--- config.mk ---
export PLATFORM = sky130hd
export DESIGN_NAME = uart_rx_core
export DESIGN_NICKNAME = d
export VERILOG_FILES = /design/src/rtl/uart_rx_core.sv
export SDC_FILE = /design/constraint.sdc
export NUM_CORES = 1
export LEC_CHECK = 0
export ABC_AREA = 1
export CORE_AREA = 2 2 67 69
export DETAILED_ROUTE_END_ITERATION = 6
export DIE_AREA = 0 0 69 71
export PLACE_DENSITY = 0.67
export SETUP_SLACK_MARGIN = 0.4
export SYNTH_ARGS = -nofsm -noshare
export SYNTH_HDL_FRONTEND = slang
export SYNTH_SLANG_ARGS = --single-unit
--- constraint.sdc ---
create_clock -name clk -period 2.3 [get_ports clk]
set_clock_uncertainty 0.05 [all_clocks]
set_input_delay 0.23 -clock clk [delete_from_list [all_inputs] [get_ports clk]]
set_output_delay 0.23 -clock clk [all_outputs]
set_load 0.02 [all_outputs]
--- src/rtl/uart_rx_core.sv ---
// uart_rx_core: 8N1 UART receiver with a one-entry holding register.
// Recovers LSB-first frames at CLKS_PER_BIT clocks per bit, presents each good byte
// through a valid/ack handshake, and pulses frame_err / overrun on bad or dropped frames.
module uart_rx_core #(
  parameter int unsigned CLKS_PER_BIT = 5208
) (
  input  logic       clk,
  input  logic       rst,
  input  logic       rx_in,
  input  logic       rd_ack,
  output logic [7:0] p_data,
  output logic       data_valid,
  output logic       frame_err,
  output logic       overrun,
  output logic       busy
);

  localparam int unsigned Half = (CLKS_PER_BIT - 1) / 2;
  localparam int unsigned CntW = $clog2(CLKS_PER_BIT);

  // Last count of a full bit period.
  localparam logic [CntW-1:0] CntBitEnd = CntW'(CLKS_PER_BIT - 1);
  // START is entered on the detection edge, so the mid-start sample falls HALF edges
  // later, i.e. when the counter still reads HALF-1.
  localparam logic [CntW-1:0] CntHalf   = CntW'(Half - 1);

  typedef enum logic [1:0] {
    StIdle,
    StStart,
    StData,
    StStop
  } state_e;

  // Synchronizer
  logic       sync1_q, sync1_d;
  logic       rx_s_q, rx_s_d;
  // Tracks whether rx_s_q holds a real line sample rather than its reset value.
  logic [1:0] sync_vld_q, sync_vld_d;

  // Receiver state
  state_e            state_q, state_d;
  logic [CntW-1:0]   cnt_q, cnt_d;
  logic [2:0]        idx_q, idx_d;
  logic [7:0]        shift_q, shift_d;
  logic              armed_q, armed_d;

  // Holding register and flags
  logic [7:0]        p_data_q, p_data_d;
  logic              dv_q, dv_d;
  logic              fe_q, fe_d;
  logic              ov_q, ov_d;

  // Next-state for the two-flop synchronizer and its fill tracker.
  always_comb begin
    sync1_d    = rx_in;
    rx_s_d     = sync1_q;
    sync_vld_d = {sync_vld_q[0], 1'b1};
  end

  // Synchronizer flops; reset to the idle (high) line level.
  always_ff @(posedge clk or negedge rst) begin
    if (!rst) begin
      sync1_q    <= 1'b1;
      rx_s_q     <= 1'b1;
      sync_vld_q <= 2'b00;
    end else begin
      sync1_q    <= sync1_d;
      rx_s_q     <= rx_s_d;
      sync_vld_q <= sync_vld_d;
    end
  end

  // Frame FSM next-state, shift register, holding register and flag pulses.
  always_comb begin
    state_d  = state_q;
    cnt_d    = cnt_q;
    idx_d    = idx_q;
    shift_d  = shift_q;
    armed_d  = armed_q;
    p_data_d = p_data_q;
    dv_d     = dv_q;
    fe_d     = 1'b0;
    ov_d     = 1'b0;

    // Consumer pop; a load in STOP below overrides this.
    if (dv_q && rd_ack) begin
      dv_d = 1'b0;
    end

    unique case (state_q)
      StIdle: begin
        // Only arm on a genuine high sample so a line low out of reset cannot start a frame.
        if (sync_vld_q[1] && rx_s_q) begin
          armed_d = 1'b1;
        end
        if (armed_q && !rx_s_q) begin
          state_d = StStart;
          cnt_d   = '0;
        end
      end

      StStart: begin
        cnt_d = cnt_q + CntW'(1);
        if (cnt_q == CntHalf) begin
          if (!rx_s_q) begin
            state_d = StData;
            cnt_d   = '0;
            idx_d   = 3'd0;
          end else begin
            // Glitch: line returned high before mid-start.
            state_d = StIdle;
            cnt_d   = '0;
          end
        end
      end

      StData: begin
        if (cnt_q == CntBitEnd) begin
          shift_d = {rx_s_q, shift_q[7:1]};
          cnt_d   = '0;
          idx_d   = idx_q + 3'd1;
          if (idx_q == 3'd7) begin
            state_d = StStop;
          end
        end else begin
          cnt_d = cnt_q + CntW'(1);
        end
      end

      StStop: begin
        if (cnt_q == CntBitEnd) begin
          // Leave mid-stop-bit so a back-to-back start edge is not missed.
          state_d = StIdle;
          cnt_d   = '0;
          if (rx_s_q) begin
            if (!dv_q || rd_ack) begin
              p_data_d = shift_q;
              dv_d     = 1'b1;
            end else begin
              ov_d = 1'b1;
            end
          end else begin
            // Bad stop bit; require the line to go high again before the next start.
            fe_d    = 1'b1;
            armed_d = 1'b0;
          end
        end else begin
          cnt_d = cnt_q + CntW'(1);
        end
      end

      default: begin
        state_d = StIdle;
        cnt_d   = '0;
      end
    endcase
  end

  // Frame FSM and holding register state.
  always_ff @(posedge clk or negedge rst) begin
    if (!rst) begin
      state_q  <= StIdle;
      cnt_q    <= '0;
      idx_q    <= 3'd0;
      shift_q  <= 8'h00;
      armed_q  <= 1'b0;
      p_data_q <= 8'h00;
      dv_q     <= 1'b0;
      fe_q     <= 1'b0;
      ov_q     <= 1'b0;
    end else begin
      state_q  <= state_d;
      cnt_q    <= cnt_d;
      idx_q    <= idx_d;
      shift_q  <= shift_d;
      armed_q  <= armed_d;
      p_data_q <= p_data_d;
      dv_q     <= dv_d;
      fe_q     <= fe_d;
      ov_q     <= ov_d;
    end
  end

  // Outputs come straight from registers; busy is a decode of the state register.
  always_comb begin
    p_data     = p_data_q;
    data_valid = dv_q;
    frame_err  = fe_q;
    overrun    = ov_q;
    busy       = (state_q != StIdle);
  end

endmodule

==> results.json <==
{
  "status": "finished clean",
  "insertion_delay_ns": 0.29,
  "synthAdderAreaFrac": 0.0253,
  "crit_path_cell_trace": "ha_4, nand2_1, nor2_4, nand3_4, nor3_4, buf_4, nand2_4, nand2_1, o21ai_2",
  "syn_nets": 240,
  "worstSetupEndpointType": "flop",
  "synth_common_cells": "nand2_1 (61), dfrtp_1 (40), inv_1 (28)",
  "cp_top_family": "simple AND/OR/NAND/NOR gates",
  "yosysWarnings": 0,
  "vdd_ir_drop_max_mv": 0.434,
  "gp_congestion": 0.862,
  "synth_cell_type_count": 26,
  "tightest_slew_ns": 0.909,
  "finalCritPeriodShare": 0.765,
  "whs_ns": 0.0118,
  "synth_cells": 232,
  "die_h_um": 71,
  "setup_violations": 0,
  "clockBufferDepth": 2,
  "p_leak_nw": 1.08,
  "ys_ff_latch": 42,
  "r2r_slack_ns": 0.54,
  "rsz0062_at_grt": "no",
  "fin_ws_ns": 0.541,
  "arrival_ns": 1.89,
  "antenna_cells": 0,
  "synthFlopType": "dfrtp_1",
  "slew_violations": 0,
  "r2r_start": "cnt_q[1]",
  "cts_buffers": 5,
  "drive_gt1_frac": 0.147,
  "track_usage": 0.167,
  "cpMostUsedCell": "nand2_1",
  "grt_remaining_overflow": 0,
  "worst_path_max_delay_cell": "dfrtp_1",
  "antenna_found_initial": 0,
  "ctsHoldBuffers": 0,
  "grt_pass1_wl_um": 6530,
  "wl_met3_um": 147,
  "synth-compound-area-share": 0.109,
  "fin_crit_ns": 1.76,
  "ant_nets": 0,
  "wl_per_cell_um": 12.1,
  "synth_edf_count": 0,
  "max_stage_delay_ns": 0.45,
  "wl_met2_um": 1590,
  "maxSlewHeadroom": 0.394,
  "portBuffers": 15,
  "dieArea_um2": 4900,
  "synth-xor-area-share": 0.0133,
  "coreArea_um2": 4200,
  "dp_hpwl_um": 2590,
  "yosysSeqAreaShare": 0.533,
  "syn_avg_cell_area_um2": 8.52,
  "rows": 24,
  "drc": 0,
  "cp-start-kind": "flop",
  "cts_tree": "built",
  "totalPowerFinal_mw": 1.79,
  "totalWireLength_um": 3770,
  "dp_slack_ns": 0.396,
  "fin_util": 0.560,
  "wl_met1_um": 1970,
  "tns_ns": 0,
  "hold_violations": 0,
  "crit_fanout": 8,
  "top_layer": "met4",
  "reg2reg_depth": 9,
  "muxShareOfSynthArea": 0,
  "max_freq_mhz": 569,
  "yosysMostFrequentCell": "nand2_1",
  "htree_levels": 2,
  "syn_area_um2": 1980,
  "via_per_inst": 4.95,
  "cts.sinks": 42,
  "powerDensity_nw_per_um2": 761,
  "cp.buffers_inverters": 1,
  "fin_nets": 265,
  "routed-via-count": 1534,
  "async_flop_share": 1.00,
  "grt_start_max_net_pins": 43,
  "ios": 16,
  "reg2reg_to": "p_data[4]",
  "cap_violations": 0,
  "synthSimpleGateAreaFrac": 0.251,
  "drt_iter0_drc": 59,
  "yosys.area.top_type": "dfrtp_1",
  "hold_path.class": "in -> async",
  "worstPathRequired_ns": 2.44,
  "clock-root-buffer": "clkbuf_8",
  "path_clk_slew_ns": 0.08,
  "synth_top_family_by_area": "simple AND/OR/NAND/NOR gates",
  "grt_pass1_vias": 1431,
  "areaGrowthSynthToFinish_pct": 19.0,
  "die_x_um": 69,
  "start_util": 0.470,
  "synth_area_leaders": "dfrtp_1 (51%), nand2_1 (12%), nand3_1 (5.8%), inv_1 (5.3%), o21ai_0 (4.8%)",
  "synth_top_area_frac": 0.506,
  "drt-pass1-iter-count": 4,
  "critical_path_class": "reg -> reg"
}
[cell usage in the layout (no fill, tap or decap), drive strengths merged, types with 2 or more instances in the layout]
master | Yosys | final
a21oi | 4 | 4
buf | 1 | 6
clkbuf | 2 | 6
clkdlybuf4s50 | 0 | 13
dfrtp | 40 | 40
dfstp | 2 | 2
ha | 4 | 4
inv | 30 | 30
nand2 | 64 | 65
nand3 | 24 | 24
nor2 | 18 | 18
nor3 | 4 | 4
o21ai | 26 | 26
o22ai | 5 | 5
xor2 | 2 | 2
[worst reg2reg max path: stages, from the launching register on]
cell and delay [ns]:
dfrtp_1 0.45, ha_4 0.17, nand2_1 0.08, nor2_4 0.15, nand3_4 0.13, nor3_4 0.20
buf_4 0.18, nand2_4 0.10, nand2_1 0.11, o21ai_2 0.05
[cells by family after synthesis]
logic type,count (synthesis)
other,1
adder cells (fa/ha/maj),4
XOR/XNOR,3
AND/OR/NAND/NOR,113
flip-flops,42
AO/OA/AOI/OAI,36
buffers and inverters,33
[what timing repair did]
| action | CTS | global route |
|---|---|---|
| setup buffers | 0 | 2 |
| setup endpoints to repair | 6 | 25 |
| gates resized for setup | 2 | 10 |
| pin swaps | 0 | 2 |
| gates cloned | 0 | 1 |
[through the flow]
stage / instance area (µm²) / instances
finish: 2350 / 310
global route: 2350 / 310
CTS: 2290 / 307
detailed placement: 2190 / 299
global placement: 2190 / 299
floorplan: 1980 / 232
[area by class of cell]
type / instances / area [µm²]
multi-input combinational: 158 / 841
timing repair buffer: 20 / 185
sequential: 42 / 1050
tap: 52 / 65.1
fill: 397 / 1850
clock inverter: 2 / 12.5
inverter: 30 / 113
clock buffer: 6 / 82.6
[layer usage]
layer,GRT usage,vias up
li1,-,796
met1,0.243,705
met2,0.243,27
met3,0.0442,6
met4,0.0588,0
met5,0,-
[worst max path at each step]
stage / from / depth (start not counted) / endpoint
finish: cnt_q[1] / 9 / p_data[4]
global route: cnt_q[1] / 9 / p_data[4]
CTS: flop / 3 / busy
detailed placement: cnt_q[1] / 8 / p_data[3]
global placement: cnt_q[1] / 8 / p_data[2]
floorplan: cnt_q[1] / 9 / p_data[7]
[state kept, by name, indices dropped and copies added (netlist names), named ones only]
| signal | count |
|---|---|
| cnt_q | 13 |
| overrun | 1 |
| data_valid | 1 |
| p_data | 8 |
| rx_s_d | 1 |
| armed_q | 1 |
| sync_vld_q | 2 |
| frame_err | 1 |
| shift_q | 8 |
| rx_s_q | 1 |
| idx_q | 3 |
| state_q | 1 |
[report_power, final]
part / switching [mW] / internal, mW
combinational: 0.293 / 0.150
clock: 0.247 / 0.241
sequential: 0.0689 / 0.793
total: 0.608 / 1.18
No activity file was read; power rests on OpenSTA's default activity.
